### src/rtl/alu_seq.sv
// alu_seq: registered ALU with internal architectural flags (C/Z/N/V) and an
// iterative one-bit-per-cycle shifter behind a valid/ready input handshake.
// Non-shift ops finish at the accept edge. Shifts with count n>=1 take n edges:
// the first step happens at the accept edge and the rest happen in SHIFT.
module alu_seq #(
    parameter int WIDTH = 8,
    parameter int SC_W  = 3
) (
    input  logic             clk,
    input  logic             rst,
    input  logic             in_valid,
    output logic             in_ready,
    input  logic [WIDTH-1:0] a,
    input  logic [WIDTH-1:0] b,
    input  logic [3:0]       fn,
    input  logic [SC_W-1:0]  sc,
    output logic             out_valid,
    output logic [WIDTH-1:0] y,
    output logic             cout,
    output logic             zero,
    output logic             neg,
    output logic             ovf
);

    localparam int MSB = WIDTH - 1;

    typedef enum logic [3:0] {
        OP_ADD  = 4'd0,
        OP_ADDC = 4'd1,
        OP_SUB  = 4'd2,
        OP_SUBC = 4'd3,
        OP_AND  = 4'd4,
        OP_OR   = 4'd5,
        OP_XOR  = 4'd6,
        OP_MASK = 4'd7,
        OP_SHL  = 4'd8,
        OP_SHR  = 4'd9,
        OP_ROL  = 4'd10,
        OP_ROR  = 4'd11
    } op_e;

    typedef enum logic {
        S_IDLE,
        S_SHIFT
    } state_e;

    state_e           state_q;
    logic [WIDTH-1:0] y_q;
    logic             cout_q;
    logic             zero_q;
    logic             neg_q;
    logic             ovf_q;
    logic             out_valid_q;
    logic [WIDTH-1:0] w_q;
    logic [SC_W-1:0]  cnt_q;
    logic [1:0]       kind_q;

    logic             cin;
    logic [WIDTH:0]   sum;
    logic [WIDTH:0]   diff;
    logic             add_ovf;
    logic             sub_ovf;
    logic [WIDTH:0]   first_step;
    logic [WIDTH:0]   next_step;
    logic             is_shift;
    logic             acc_long;
    logic [WIDTH-1:0] imm_y_d;
    logic             imm_c_d;
    logic             imm_o_d;
    logic             imm_upd_d;

    // One shifter step on w; returns {carry_out, new_w}.
    // kind: 00 SHL, 01 SHR, 10 ROL, 11 ROR (low two opcode bits).
    function automatic logic [WIDTH:0] shift_step(input logic [1:0] kind,
                                                  input logic [WIDTH-1:0] w);
        logic [WIDTH:0] r;
        case (kind)
            2'b00:   r = {w[MSB], w[MSB-1:0], 1'b0};
            2'b01:   r = {w[0], 1'b0, w[MSB:1]};
            2'b10:   r = {w[MSB], w[MSB-1:0], w[MSB]};
            default: r = {w[0], w[0], w[MSB:1]};
        endcase
        return r;
    endfunction

    assign in_ready  = (state_q == S_IDLE);
    assign out_valid = out_valid_q;
    assign y         = y_q;
    assign cout      = cout_q;
    assign zero      = zero_q;
    assign neg       = neg_q;
    assign ovf       = ovf_q;

    // Adder/subtractor and shifter steps for the current request and working register.
    always_comb begin
        cin        = ((fn == OP_ADDC) || (fn == OP_SUBC)) ? cout_q : 1'b0;
        sum        = {1'b0, a} + {1'b0, b} + {{WIDTH{1'b0}}, cin};
        diff       = {1'b0, a} - {1'b0, b} - {{WIDTH{1'b0}}, cin};
        add_ovf    = (a[MSB] == b[MSB]) && (sum[MSB] != a[MSB]);
        sub_ovf    = (a[MSB] != b[MSB]) && (diff[MSB] != a[MSB]);
        first_step = shift_step(fn[1:0], a);
        next_step  = shift_step(kind_q, w_q);
        is_shift   = (fn[3:2] == 2'b10);
        acc_long   = is_shift && (sc > SC_W'(1));
    end

    // Result and flags for an op that completes at its accept edge.
    always_comb begin
        imm_y_d   = y_q;
        imm_c_d   = cout_q;
        imm_o_d   = 1'b0;
        imm_upd_d = 1'b1;
        case (fn)
            OP_ADD, OP_ADDC: begin
                imm_y_d = sum[MSB:0];
                imm_c_d = sum[WIDTH];
                imm_o_d = add_ovf;
            end
            OP_SUB, OP_SUBC: begin
                imm_y_d = diff[MSB:0];
                imm_c_d = diff[WIDTH];
                imm_o_d = sub_ovf;
            end
            OP_AND:  imm_y_d = a & b;
            OP_OR:   imm_y_d = a | b;
            OP_XOR:  imm_y_d = a ^ b;
            OP_MASK: imm_y_d = a & ~b;
            OP_SHL, OP_SHR, OP_ROL, OP_ROR: begin
                if (sc == '0) begin
                    imm_y_d = a;
                end else begin
                    imm_y_d = first_step[MSB:0];
                    imm_c_d = first_step[WIDTH];
                end
            end
            default: imm_upd_d = 1'b0;
        endcase
    end

    // Control FSM with registered result, flags and out_valid pulse.
    always_ff @(posedge clk) begin
        if (rst) begin
            state_q     <= S_IDLE;
            y_q         <= '0;
            cout_q      <= 1'b0;
            zero_q      <= 1'b0;
            neg_q       <= 1'b0;
            ovf_q       <= 1'b0;
            out_valid_q <= 1'b0;
            w_q         <= '0;
            cnt_q       <= '0;
            kind_q      <= '0;
        end else begin
            out_valid_q <= 1'b0;
            case (state_q)
                S_IDLE: begin
                    if (in_valid) begin
                        if (acc_long) begin
                            state_q <= S_SHIFT;
                            w_q     <= first_step[MSB:0];
                            cnt_q   <= sc - SC_W'(1);
                            kind_q  <= fn[1:0];
                        end else begin
                            out_valid_q <= 1'b1;
                            if (imm_upd_d) begin
                                y_q    <= imm_y_d;
                                cout_q <= imm_c_d;
                                zero_q <= (imm_y_d == '0);
                                neg_q  <= imm_y_d[MSB];
                                ovf_q  <= imm_o_d;
                            end
                        end
                    end
                end
                default: begin
                    // cnt_q counts steps still to do; the final step commits to y.
                    w_q   <= next_step[MSB:0];
                    cnt_q <= cnt_q - SC_W'(1);
                    if (cnt_q == SC_W'(1)) begin
                        state_q     <= S_IDLE;
                        out_valid_q <= 1'b1;
                        y_q         <= next_step[MSB:0];
                        cout_q      <= next_step[WIDTH];
                        zero_q      <= (next_step[MSB:0] == '0);
                        neg_q       <= next_step[MSB];
                        ovf_q       <= 1'b0;
                    end
                end
            endcase
        end
    end

endmodule
### config.mk
export PLATFORM = sky130hd
export DESIGN_NAME = alu_seq
export DESIGN_NICKNAME = d
export VERILOG_FILES = /design/src/rtl/alu_seq.sv
export SDC_FILE = /design/constraint.sdc
export NUM_CORES = 1
export LEC_CHECK = 0
export CORE_UTILIZATION = 52
export DETAILED_ROUTE_END_ITERATION = 8
export GPL_ROUTABILITY_DRIVEN = 1
export GPL_TIMING_DRIVEN = 0
export PLACE_DENSITY = 0.79
export SLEW_MARGIN = 20
export SYNTH_ARGS = -nofsm -noshare
export SYNTH_HDL_FRONTEND = slang
export SYNTH_SLANG_ARGS = --single-unit
### constraint.sdc
create_clock -name clk -period 3.3 [get_ports clk]
set_input_delay 0.495 -clock clk [delete_from_list [all_inputs] [get_ports clk]]
set_output_delay 0.495 -clock clk [all_outputs]
set_load 0.005 [all_outputs]
* Word level (Yosys, flattened, before mapping)
Cells that the tools add are included.
** Word-level totals
- Output and inout bits :: 14
- Register bits after elaboration :: 27
- Bits of input ports :: 26
- Word-level logic and storage cells :: 117
** Cells by class
- Bitwise logic cells :: 6
- Add/sub/neg operators :: 6
- $lt $le $gt $ge :: 1
- Eq/ne operators :: 24
- Reduce and logical (&&, ||, !) cells :: 22
- Multiplexer cells :: 48
** Operator list (number)
- $mux W8 :: 9
- $pmux W8 S7 :: 1
- $pmux W9 S3 :: 2
- $mux W1 :: 31
- $and A8 B8 Y8 :: 2
- $eq A4 B3 Y1 const B :: 4
- $eq A4 B4 Y1 const B :: 4
- $logic_not A8 Y1 :: 2
- $reduce_or A12 Y1 :: 1
- $add A8 B8 Y9 :: 1
- $add A9 B1 Y9 :: 1
- $mux W3 :: 3
- $sub A8 B8 Y9 :: 1
- $sub A9 B1 Y9 :: 1
- $eq A4 B2 Y1 const B :: 2
- $not A8 Y8 :: 1
- $or A8 B8 Y8 :: 1
- $xor A8 B8 Y8 :: 1
- $eq A2 B2 Y1 const B :: 3
- $reduce_and A6 Y1 :: 1
- $reduce_bool A2 Y1 :: 3
- $sub A3 B1 Y3 const B :: 2
- $eq A2 B1 Y1 const B :: 2
- $eq A4 B1 Y1 const B :: 1
- other kinds (21) :: 27

* Logic depth before layout (Yosys ltp)
- Word-level depth :: 11
- Depth in mapped cells :: 15

* Worst setup path before layout
No wires, ideal clock.
- Kind :: input -> register
- Start :: input port fn[2]
- End :: register neg_q (netlist: neg)
- Data required time :: 3.221 ns
- Stages :: 15
- Path slack :: 0.016 ns
- Arrival time :: 3.205 ns
- Path through :: clkbuf_1 nor2_2 nand3_1 inv_1 fa_1 inv_1 ha_1 o21a_1 nor2_4 or2_2 o311ai_2 a31oi_1 o22a_2 o21a_1 a211oi_2
** On the way
- Cells in the longest elaborated chain, start to end :: 9
- Elaborated cells on any way between the ends :: 31
** RTL lines
- start, declared :: line 15 : input logic [3:0] fn,
- $eq A4 B1 Y1 or $eq A4 B2 Y1 (tied branches) :: line 96, 113
- $logic_or A1 B1 Y1 :: line 96 : cin = ((fn == OP_ADDC) || (fn == OP_SUBC)) ? cout_q : 1'b0;
- $mux W1 :: line 96
- $sub A9 B1 Y9 or $add A9 B1 Y9 (tied branches) :: line 98, 97
- $pmux W8 S7 :: line 113 : case (fn)
- $mux W1 :: line 165 : if (imm_upd_d) begin
- $mux W1 :: line 158 : if (acc_long) begin
- $mux W1 :: line 157 : if (in_valid) begin
- $mux W1 :: line 155 : case (state_q)
- end signal, assigned :: line 169 : neg_q <= imm_y_d[MSB];
- end signal, assigned :: line 185 : neg_q <= next_step[MSB];
- end, declared :: line 51 : logic neg_q;
Several ways; a longest one is shown, not always the timed one. The select of a mux whose other input is x is not followed.
A chain may end at the register's enable or synchronous reset.

* Final worst setup path
- Start :: input port a[2]
- End :: register zero_q (netlist: zero)
** On the way
- Cells in the longest elaborated chain, start to end :: 8
- Elaborated cells on any way between the ends :: 16
** RTL lines
- start, declared :: line 13 : input logic [WIDTH-1:0] a,
- $sub A8 B8 Y9, or another cell as far along :: line 98 : diff = {1'b0, a} - {1'b0, b} - {{WIDTH{1'b0}}, cin};
- $sub A9 B1 Y9, or another cell as far along :: line 98
- $pmux W8 S7 (*) :: line 113
- $logic_not A8 Y1 (*) :: line 168 : zero_q <= (imm_y_d == '0);
- $mux W1 (*) :: line 165
- $mux W1 (*) :: line 158
- $mux W1 (*) :: line 157
- $mux W1 (*) :: line 155
- end signal, assigned :: line 168
- end signal, assigned :: line 184 : zero_q <= (next_step[MSB:0] == '0);
- end, declared :: line 50 : logic zero_q;
Every way passes the cells marked *; elsewhere a longest branch is shown, timed or not. The select of a mux whose other input is x is not followed.

==> out/qor.txt <==
Status -> finished clean
Layout Skew -> 0.00425 ns
Hold buffer count at CTS -> 0
Critical-path cell list -> clkdlybuf4s50_1, inv_1, ha_1, buf_6, or4_4, nor2_4, or4_1, o211ai_1, o22ai_2, and4b_1, a41oi_2, a211oi_2
Layout cells sized above 1 -> 10.6%
Yosys top cell by area -> dfxtp_1
Syn_area_per_cell -> 7.35 um^2
Post-synth top cells -> nand2_1 (39), nor2_1 (37), inv_1 (35)
Most frequent cell after synthesis -> nand2_1
Top delay family on crit path -> simple AND/OR/NAND/NOR gates
Via/cell ratio -> 6.28
Critical path endpoint -> zero
Global Route Usage Sum -> 30.8%
Crit-path slowest cell -> clkdlybuf4s50_1
P_leak -> 0.00156 uW
Max clock buf depth -> 2
Clock Pin Slew Worst Setup and Hold Paths -> 0.09 ns
Ys async rst share -> 0%
Initial DRT Pass Iterations -> 7
Crit path kind -> primary input to register
Synth top area share -> 16.5%
Die width -> 79.9 um
Fin area -> 3780 um^2
Antenna violations before repair -> 0
Register area share after synthesis -> 16.5%
Min Tclk post-route -> 3.24 ns
Worst R2R End -> zero
Worst reg-to-reg path cell count -> 13
CTS Buf Count -> 3
Vias in the first global route -> 3081
Slew Viols, Final -> 0
Final Cycle Share -> 98.2%
VDD IR max -> 229 uV
CTS tree -> yes
CP Max Fanout -> 9
Hold_ws -> 0.481 ns
Sink Count -> 26
Crit path buf inv count -> 3
GRT Residual Overflow -> 0
# rows -> 28
Final core occ -> 64.2%
Post-DP HPWL -> 7210 um
GPL Wtd Cong -> 0.984
Largest stage delay on the critical path -> 0.59 ns
Syn Inst Count -> 429
Slew HR -> 62.0%
R2r setup slk -> 0.33 ns
FMAX -> 309 MHz
Largest net degree at the start of global routing -> 19
Worst-Skew Late Latency -> 0.27 ns
# nets final -> 538
Final Hold Fails -> 0
Final setup vio count -> 0
First-pass GRT wire length -> 15200 um
Antenna viol nets, final -> 0
Final Instance Count excl. Fillers -> 547
DRC -> 0
Die area -> 6380 um^2
Min-Delay Path Class -> register to register
Antenna fix cells -> 0
Post-synth EDFFs -> 0
Buffers on Ports -> 37
Power per cell area -> 287 nW/um^2
Dpl cell area -> 3620 um^2
H-tree depth -> 1
Initial DRC count -> 409
Slew @ Worst Pin -> 0.570 ns
Ys Warns -> 0
Critical path origin -> a[2]
Distinct cell type count of the synthesized netlist -> 64
R2R Path Start -> cout
Post-Syn Nets -> 493
Area Growth Syn to Fin -> 19.8%
Average wire per standard cell -> 17.4 um
Dominant cells by area after synthesis -> dfxtp_1 (17%), ha_1 (13%), a21oi_1 (4.9%)
Placed insts -> 541
Number of maximum-capacitance violations -> 0
Core area -> 5890 um^2
Area of the mapped netlist -> 3150 um^2
I/O pins -> 40
CTS root buf -> clkbuf_8
Routed WL -> 9530 um
Via count -> 3435
CP Depth -> 12
Initial Util -> 53.6%
Crit start category -> primary input
Synth Flop Type -> dfxtp_1
WP data arrival -> 3.44 ns
Chip height -> 79.9 um
Synth Register Bits -> 26
Worst endpoint required time -> 3.50 ns
Crit. End Element -> register
[sequential cells by signal, summed over array words and instances (netlist names)]
name	count
neg	1
out_valid	1
cout	1
kind_q	2
cnt_q	3
zero	1
ovf	1
state_q	1
w_q	8
y	7
[timing repair]
item | CTS | global route
pin swaps | 8 | 5
endpoints found under the hold margin | 0 | 0
gates resized for setup | 17 | 15
setup buffers | 4 | 0
setup endpoints to repair | 10 | 4
[worst reg2reg max path: stages (launching register included)]
cell	delay (ns)
dfxtp_1	0.41
nand3_4	0.12
inv_2	0.07
fa_1	0.44
inv_1	0.08
ha_1	0.13
o21a_1	0.21
nor2_4	0.07
or4_1	0.42
o211ai_1	0.17
o22ai_2	0.14
and4b_1	0.23
a41oi_2	0.25
a211oi_2	0.10
[cells by family after synthesis]
logic type               after synthesis  synth area share (%)
AND/OR/NAND/NOR                      140                  21.8
AO/OA/AOI/OAI                        136                  29.4
buffers and inverters                 62                  8.05
adder cells (fa/ha/maj)               38                  16.0
flip-flops                            26                  16.5
multiplexers                          14                  4.68
XOR/XNOR                              13                  3.61
[routing by layer]
metal  vias up  wire [um]  global-route usage, %
met2       171       4360                   49.2
met1      1611       4270                   44.0
met4         0        154                   6.79
met3        22        747                   3.54
li1       1631          -                      -
met5         -          0                      0
[report_power, final]
group / internal [uW] / switching (uW)
sequential: 335 / 19.2
combinational: 244 / 302
clock: 82.0 / 99.5
[how the worst min path moves through the flow]
stage / startpoint / end / slack (ns) / depth (start not counted)
after floorplan: w_q[7] / w_q[7] / 0.45 / 2
after global placement: y[1] / y[1] / 0.47 / 2
after detailed placement: y[4] / y[4] / 0.46 / 2
after CTS: y[4] / y[4] / 0.48 / 2
after global routing: y[4] / y[4] / 0.50 / 2
final: y[4] / y[4] / 0.48 / 2
[layout by cell type, fill, tap and decap left out, drive strengths merged, types with 3 or more instances in the layout]
master          n
a211oi          8
a21o            5
a21oi          31
a22oi           3
a311oi          3
a31oi           6
a32oi           7
and2            4
buf            13
clkbuf         21
clkdlybuf4s50  29
dfxtp          26
dlygate4sd2     3
dlymetal6s2s    4
fa              4
ha             34
inv            35
mux2            6
mux2i           8
nand2          39
nand2b         12
nand3           7
nor2           39
nor2b           5
nor3           13
nor4            3
o211ai          7
o21a            6
o21ai          27
o22ai           7
o2bb2ai         4
or3             6
or4             3
xnor2          10
xor2            3
[stage by stage]
step           setup WS [ns]  setup TNS (ns)  power [uW]
2_1_floorplan         0.0157               0         695
5_1_grt              -0.0192         -0.0192        1150
3_3_place_gp          -0.907           -6.38         847
6_report              0.0590               0        1080
3_5_place_dp          -0.922           -6.55         857
4_1_cts               0.0449               0        1060
[final cells by class]
cell class | instances | area, um^2
multi-input combinational | 341 | 2460
timing repair buffer | 41 | 402
tap | 75 | 93.8
buffer | 26 | 125
fill | 555 | 2110
clock buffer | 3 | 41.3
sequential | 26 | 520
inverter | 35 | 131
No activity file was read; power rests on OpenSTA's default activity.
